$ cat src/rtl/instr_ctrl_fsm.sv
// Instruction sequencer: fetches one 16-bit word, decodes it into ALU/register-file
// controls, waits out the ALU, then pulses the write-back strobes.
module instr_ctrl_fsm #(
    parameter int          DATA_W     = 16,
    parameter int          ALU_WAIT   = 1,
    parameter bit          SEXT_ARITH = 1'b1,
    parameter logic [15:0] HALT_INSTR = 16'h40F0
) (
    input  logic              clk,
    input  logic              rst_n,
    input  logic [15:0]       instr,
    input  logic              instr_valid,
    output logic              instr_ready,
    output logic [3:0]        rdest_addr,
    output logic [3:0]        rsrc_addr,
    output logic [3:0]        alu_op,
    output logic [DATA_W-1:0] imm,
    output logic              imm_sel,
    output logic              rf_we,
    output logic              flags_we,
    output logic              done,
    output logic              illegal,
    output logic              busy
);

    // state  | meaning
    // FETCH  | waiting for an instruction handshake
    // DECODE | captured word decoded; illegal pulse or halt exit happen here
    // EXEC   | ALU settling, wait_cnt counts down to zero
    // WB     | write-back strobes and done for one cycle
    localparam logic [1:0] S_FETCH  = 2'd0;
    localparam logic [1:0] S_DECODE = 2'd1;
    localparam logic [1:0] S_EXEC   = 2'd2;
    localparam logic [1:0] S_WB     = 2'd3;

    localparam logic [3:0] ALU_ADD = 4'b0000;
    localparam logic [3:0] ALU_SUB = 4'b0001;
    localparam logic [3:0] ALU_CMP = 4'b0010;
    localparam logic [3:0] ALU_AND = 4'b0011;
    localparam logic [3:0] ALU_OR  = 4'b0100;
    localparam logic [3:0] ALU_XOR = 4'b0101;
    localparam logic [3:0] ALU_LSH = 4'b0111;
    localparam logic [3:0] ALU_NOP = 4'b1111;

    localparam logic [DATA_W-1:0] SX_MASK = {DATA_W{1'b1}} << 8;

    logic [1:0]        state;
    logic [15:0]       ir;
    logic [3:0]        wait_cnt;
    logic [3:0]        op;
    logic [3:0]        ext;
    logic [3:0]        d_alu;
    logic              d_sel;
    logic              d_legal;
    logic              d_arith;
    logic              d_halt;
    logic [DATA_W-1:0] imm_zx;
    logic [DATA_W-1:0] d_imm;
    logic              active;

    assign op     = ir[15:12];
    assign ext    = ir[7:4];
    assign d_halt = (ir == HALT_INSTR);
    assign imm_zx = DATA_W'(ir[7:0]);

    always_comb begin
        d_alu   = ALU_NOP;
        d_sel   = 1'b0;
        d_legal = 1'b0;
        if (!d_halt) begin
            case (op)
                4'b0000: begin
                    d_legal = 1'b1;
                    case (ext)
                        4'b0101: d_alu = ALU_ADD;
                        4'b1001: d_alu = ALU_SUB;
                        4'b1011: d_alu = ALU_CMP;
                        4'b0001: d_alu = ALU_AND;
                        4'b0010: d_alu = ALU_OR;
                        4'b0011: d_alu = ALU_XOR;
                        default: d_legal = 1'b0;
                    endcase
                end
                4'b1000: begin d_legal = 1'b1; d_alu = ALU_LSH; end
                4'b0101: begin d_legal = 1'b1; d_sel = 1'b1; d_alu = ALU_ADD; end
                4'b1001: begin d_legal = 1'b1; d_sel = 1'b1; d_alu = ALU_SUB; end
                4'b1011: begin d_legal = 1'b1; d_sel = 1'b1; d_alu = ALU_CMP; end
                4'b0001: begin d_legal = 1'b1; d_sel = 1'b1; d_alu = ALU_AND; end
                4'b0010: begin d_legal = 1'b1; d_sel = 1'b1; d_alu = ALU_OR;  end
                4'b0011: begin d_legal = 1'b1; d_sel = 1'b1; d_alu = ALU_XOR; end
                default: ;
            endcase
            if (!d_legal) d_alu = ALU_NOP;
        end
    end

    assign d_arith = d_legal && (d_alu == ALU_ADD || d_alu == ALU_SUB || d_alu == ALU_CMP);

    // Logic-op immediates are always zero-extended; only arithmetic forms may sign-extend.
    always_comb begin
        d_imm = '0;
        if (d_sel) begin
            d_imm = imm_zx;
            if (SEXT_ARITH && d_arith && ir[7]) d_imm = imm_zx | SX_MASK;
        end
    end

    always_ff @(posedge clk or negedge rst_n) begin
        if (!rst_n) begin
            state    <= S_FETCH;
            ir       <= '0;
            wait_cnt <= '0;
        end else begin
            case (state)
                S_FETCH: begin
                    if (instr_valid) begin
                        ir    <= instr;
                        state <= S_DECODE;
                    end
                end
                S_DECODE: begin
                    if (!d_legal) begin
                        state <= S_FETCH;
                    end else if (ALU_WAIT > 0) begin
                        state    <= S_EXEC;
                        wait_cnt <= 4'(ALU_WAIT - 1);
                    end else begin
                        state <= S_WB;
                    end
                end
                S_EXEC: begin
                    if (wait_cnt == 4'd0) state <= S_WB;
                    else                  wait_cnt <= wait_cnt - 4'd1;
                end
                default: state <= S_FETCH;
            endcase
        end
    end

    assign active = (state != S_FETCH);

    always_comb begin
        instr_ready = (state == S_FETCH) && rst_n;
        busy        = active;
        rdest_addr  = active ? ir[11:8] : 4'd0;
        rsrc_addr   = active ? ir[3:0]  : 4'd0;
        alu_op      = active ? d_alu    : ALU_NOP;
        imm         = active ? d_imm    : '0;
        imm_sel     = active && d_sel;
        done        = (state == S_WB);
        rf_we       = (state == S_WB) && d_legal && (d_alu != ALU_CMP);
        flags_we    = (state == S_WB) && d_arith;
        illegal     = (state == S_DECODE) && !d_legal && !d_halt;
    end

endmodule

$ cat config.mk
export PLATFORM = sky130hd
export DESIGN_NAME = instr_ctrl_fsm
export DESIGN_NICKNAME = d
export VERILOG_FILES = /design/src/rtl/instr_ctrl_fsm.sv
export SDC_FILE = /design/constraint.sdc
export NUM_CORES = 1
export LEC_CHECK = 0
export ABC_AREA = 1
export CORE_MARGIN = 5
export CORE_UTILIZATION = 48
export CTS_CLUSTER_DIAMETER = 150
export DETAILED_ROUTE_END_ITERATION = 8
export PLACE_DENSITY = 0.9
export RECOVER_POWER = 50
export SLEW_MARGIN = 5
export SYNTH_ARGS = -nofsm -noshare
export SYNTH_HDL_FRONTEND = slang
export SYNTH_SLANG_ARGS = --single-unit
$ cat constraint.sdc
create_clock -name clk -period 6 [get_ports clk]
set_clock_uncertainty 0.05 [all_clocks]
set_input_delay 1.2 -clock clk [delete_from_list [all_inputs] [get_ports clk]]
set_output_delay 1.2 -clock clk [all_outputs]
set_load 0.005 [all_outputs]
* After elaboration in Yosys (flattened, before gate mapping)
Index checks and enable logic that the tools add are counted.
** Cells by class
- Add/subtract/negate cells :: 1
- Eq/ne operators :: 24
- Multiplexer cells :: 23
- Reduce and logical (&&, ||, !) cells :: 25
** Operators with widths (count)
- 16-bit 2-to-1 mux :: 3
- 4-bit case mux with 8 select lines :: 1
- 4-bit 2-to-1 mux :: 7
- 4-bit case mux with 6 select lines :: 1
- 4-bit by 2-bit equality test with 1-bit output, second input constant :: 5
- 4-bit equality test, second input constant :: 5
- 16-bit by 15-bit equality test with 1-bit output, second input constant :: 1
- 4-bit by 1-bit equality test with 1-bit output, second input constant :: 3
- 4-bit zero test :: 3
- 6-bit OR reduction :: 2
- 1-bit logical AND :: 9
- 4-bit by 3-bit equality test with 1-bit output, second input constant :: 2
- 2-bit != test, second input constant :: 4
- 4-bit case mux with 2 select lines :: 1
- 7-bit OR reduction :: 1
- 2-bit 2-to-1 mux :: 3
- 2-bit case mux with 3 select lines :: 1
- 1-bit 2-to-1 mux :: 5
- 2-bit equality test, second input constant :: 2
- 4-bit by 2-bit != test with 1-bit output, second input constant :: 1
- 2-bit AND reduction :: 2
- 2-bit nonzero test :: 2
- 4-bit by 1-bit subtractor with 4-bit output, second input constant :: 1
- 3-bit AND reduction :: 1
- 5 further kinds :: 7
** Word-level totals
- Bits in registers :: 22
- Input port bits :: 19

* Depth between registers and ports, before layout
- Depth after elaboration :: 15
- Mapped depth :: 10
- Mapped depth without buffers :: 9

* Worst setup path before layout
OpenSTA, ideal clock, no wires.
- Path kind :: register to output
- Start point :: register ir[6]
- End point :: output port imm[10]
- Data arrival time :: 1.539 ns
- Data required time :: 4.750 ns
- Slack :: 3.211 ns
- Stages on the path, launching flop included :: 11
- Path buffers :: 1
- Path through :: dfrtp_1 -> inv_1 -> nand2_1 -> nor2_1 -> nor2_4 -> nand3_2 -> nand2_1 -> nand2_1 -> nand2_1 -> nor2_1 -> buf_4
** On the way
- Cells in the longest elaborated chain, start to end :: 15
** RTL lines
- start: declaration :: RTL line 48 : logic [15:0] ir;
- start signal: assignment :: RTL line 117 : ir <= instr;
- 4-bit by 2-bit equality test with 1-bit output, or another cell as far along :: RTL line 74 : case (ext)
- 6-bit OR reduction (no line)
- 1-bit 2-to-1 mux :: RTL line 74
- 1-bit case mux with 2 select lines :: RTL line 71 : case (op)
- 1-bit 2-to-1 mux :: RTL line 70 : if (!d_halt) begin
- 4-bit 2-to-1 mux :: RTL line 93 : if (!d_legal) d_alu = ALU_NOP;
- 4-bit 2-to-1 mux :: RTL line 70
- 4-bit by 1-bit equality test with 1-bit output or 4-bit zero test (tied branches) :: RTL line 97 : assign d_arith = d_legal && (d_alu == ALU_ADD || d_alu == ALU_SUB || d_alu == ALU_CMP);
- 1-bit logical OR (2 in a row) :: RTL line 97
- 1-bit logical AND :: RTL line 97
- 1-bit logical AND :: RTL line 104 : if (SEXT_ARITH && d_arith && ir[7]) d_imm = imm_zx | SX_MASK;
- 16-bit 2-to-1 mux :: RTL line 104
- 16-bit 2-to-1 mux * :: RTL line 102 : if (d_sel) begin
- 16-bit 2-to-1 mux * :: RTL line 148 : imm = active ? d_imm : '0;
- end: declaration :: RTL line 17 : output logic [DATA_W-1:0] imm,
Every way passes the cells marked *; elsewhere a longest branch is shown, timed or not. The select of a mux whose other input is x is not followed.

* Worst setup path after layout
- Start point :: input port rst_n
- End point :: output port instr_ready
** On the way
- Cells in the longest elaborated chain, start to end :: 1
** RTL lines
- start: declaration :: RTL line 10 : input logic rst_n,
- 1-bit logical AND :: RTL line 143 : instr_ready = (state == S_FETCH) && rst_n;
- end: declaration :: RTL line 13 : output logic instr_ready,
Every way passes these cells.

==> out/results.ini <==
[grt]
grt_max_degree=32
grt_pass1_wl_um=5620
antenna_found_initial=0
overflow=0
grt_usage_pct=16.5
grt_pass1_vias=1366

[synthesis]
synth_compound_area_share_pct=9.85
yosysSeqAreaShare_pct=37.4
yosysTopAreaCellShare_pct=37.4
yosys.area.top_type=dfrtp_1
synthesis.nets=227
synth_cell_types=28
synth_top_family_by_area=simple AND/OR/NAND/NOR gates
synth_mux_area_share_pct=2.29
synth_simple_gate_area_share_pct=36.2
synthAdderAreaFrac_pct=0.849
ys_ff_latch=22
syn_area_per_cell_um2=7.12
syn_area_um2=1470
synthCells=207
synth-xor-area-share_pct=0.594
ys_warn_count=0
synth.area.top_cells=dfrtp_1 (37%), nor2_1 (11%), nand2_1 (8.9%)

[floorplanning]
initial_utilization_pct=49.1
fp.coreArea_um2=3000
ios=54
dieArea_um2=4280
die_h_um=65.4
dieWidth_um=65.4
num_rows=20

[run_status]
outcome=complete, no violations

[setup_path]
worstSetupPathType=in2out
crit_arrival_ns=3.34
cp_max_fo=23
cp.required_ns=4.75
crit_slowest_cell=clkbuf_1
start_kind=input port
critPathMaxStageDelay_ns=0.89
cp_cell_sequence=dlygate4sd3_1, clkbuf_1, inv_1, nor2_1, clkdlybuf4s50_1
end_kind=primary output

[run]
max_cap_violations=0

[power]
swShare_pct=43.8
irDropWorstVdd_v=0.000260
p_switching_mw=0.461
pwr_density_cell_nw_per_um2=523
p_comb_share_pct=62.9
intPower_mw=0.591
cellLeakagePower_nw=0.956
p_clk_share_pct=10.7
pwr-share-seq_pct=26.5

[sta]
period_share_pct=76.5
period_needed_ns=4.59
setup_violations=0
slew_viol_final=0
max_freq_mhz=218
rsz0062_at_grt=no
relSlewSlack_pct=18.5
tightest_slew_ns=1.22
tns_ns=0
fin_hold_ws_ns=0.488
final_hold_viol_count=0

[clock_tree]
cts_setup_buffers=0
cts.repair.resized=0
numClockSinks=22
clk_latency_ns=0.31
numCtsBuffers=3
clkSlewWorstSetupHoldPaths_ns=0.11
root_buffer=clkbuf_4
clockBufferDepth=2
cts.htree.levels=1
cts_tree=done
postCtsHoldBufs=0

[finish]
layout-area-overhead-vs-synth_pct=36.5
fin_nets=275
final_cell_mix=clkdlybuf4s50_1 (51), nor2_1 (44), nand2_1 (36), inv_1 (26), dfrtp_1 (22)
final_common_cell=clkdlybuf4s50_1
antenna_cells=0
drive_gt1_share_pct=9.84

[min_path]
hp-class=reg2reg

[drt]
drt_wl_total_um=3500
drc=0
vias_per_cell=5.21
routedWlPerCell_um=12.2
first_iter_violations=50
vias=1495
antenna_left=0
drtPass1Iterations=4

[placed_design]
dp_hpwl_um=2720
gp_congestion=0.871
numPortBuffers=53

==> path summary, 6_finish.rpt <==
check | endpoint | slack, ns | from | depth (start not counted)
setup / recovery | instr_ready | 1.41 | rst_n | 5
hold / removal | wait_cnt[1]$_DFFE_PN0P_ | 0.49 | wait_cnt[1]$_DFFE_PN0P_ | 2
setup reg to reg | ir[12]$_DFFE_PN0P_ | 3.93 | state[1]$_DFFE_PN0P_ | 3
hold reg to reg | wait_cnt[1]$_DFFE_PN0P_ | 0.49 | wait_cnt[1]$_DFFE_PN0P_ | 2
max in group asynchronous | wait_cnt[3]$_DFFE_PN0P_ | 3.58 | rst_n | 2
min in group asynchronous | ir[12]$_DFFE_PN0P_ | 1.60 | rst_n | 2
==> power by group through the flow <==
stage	registers, mW	logic (mW)	clock network [mW]
2_1_floorplan	0.270	0.411	0
3_3_place_gp	0.277	0.645	0
3_5_place_dp	0.281	0.664	0
4_1_cts	0.277	0.670	0.116
5_1_grt	0.285	0.732	0.121
6_report	0.278	0.662	0.112
==> stage by stage <==
step	power, mW	utilization, %	instances	cell area, um^2	setup WS (ns)
floorplan	0.681	-	207	1470	3.21
global placement	0.922	65.8	283	1980	2.13
detailed placement	0.944	65.8	283	1980	2.12
CTS	1.06	67.5	287	2030	2.11
global route	1.14	67.0	287	2010	1.05
finish	1.05	67.0	287	2010	1.41
==> routing by layer <==
metal	wire, um	track usage (%)
met1	1500	19.8
met2	1740	29.3
met3	213	2.39
met4	42	6.99
met5	0	0
==> flip-flops by register name (all words and copies together) (netlist names) <==
name and flops:
state 2, wait_cnt 4, ir 16
==> layout make-up <==
cell class	instances	area, um^2
fill	248	991
inverter	30	113
clock buffer	3	22.5
multi-input combinational	144	721
clock inverter	1	30.0
timing repair buffer	54	534
tap	33	41.3
sequential	22	551
==> kinds of logic (layout without fill, tap and decap cells) <==
logic type / after synthesis / after routing
and+or+nand+nor: 114 / 114
buffers and inverters: 41 / 88
AOI/OAI and AO/OA: 25 / 25
DFF: 22 / 22
muxes: 3 / 3
adders and majority gates: 1 / 1
xor gates and xnor gates: 1 / 1
==> critical path: cells and delay by family <==
family                 cells  cell delay [ns]
AND/OR/NAND/NOR            1             0.13
buffers and inverters      4             2.00
==> synthesized netlist by cell type <==
cell type and instances:
ha_1 1, xor2_1 1, a21oi_4 1, nand2_2 5, o21ai_2 1, nand4_1 3
nor2_4 4, a21oi_1 15, nand3_1 14, o21ai_0 3, dfrtp_1 22, clkbuf_1 1
o2111ai_1 1, inv_1 26, nor2_2 2, nand2_1 35, buf_2 2, buf_6 1
o21ai_1 3, inv_2 4, a31oi_1 1, nor2_1 44, nand3_2 4, nor4_1 1
mux2_2 3, nand3b_1 1, buf_4 7, nor3_1 1
Power figures use the tool's default switching activity.
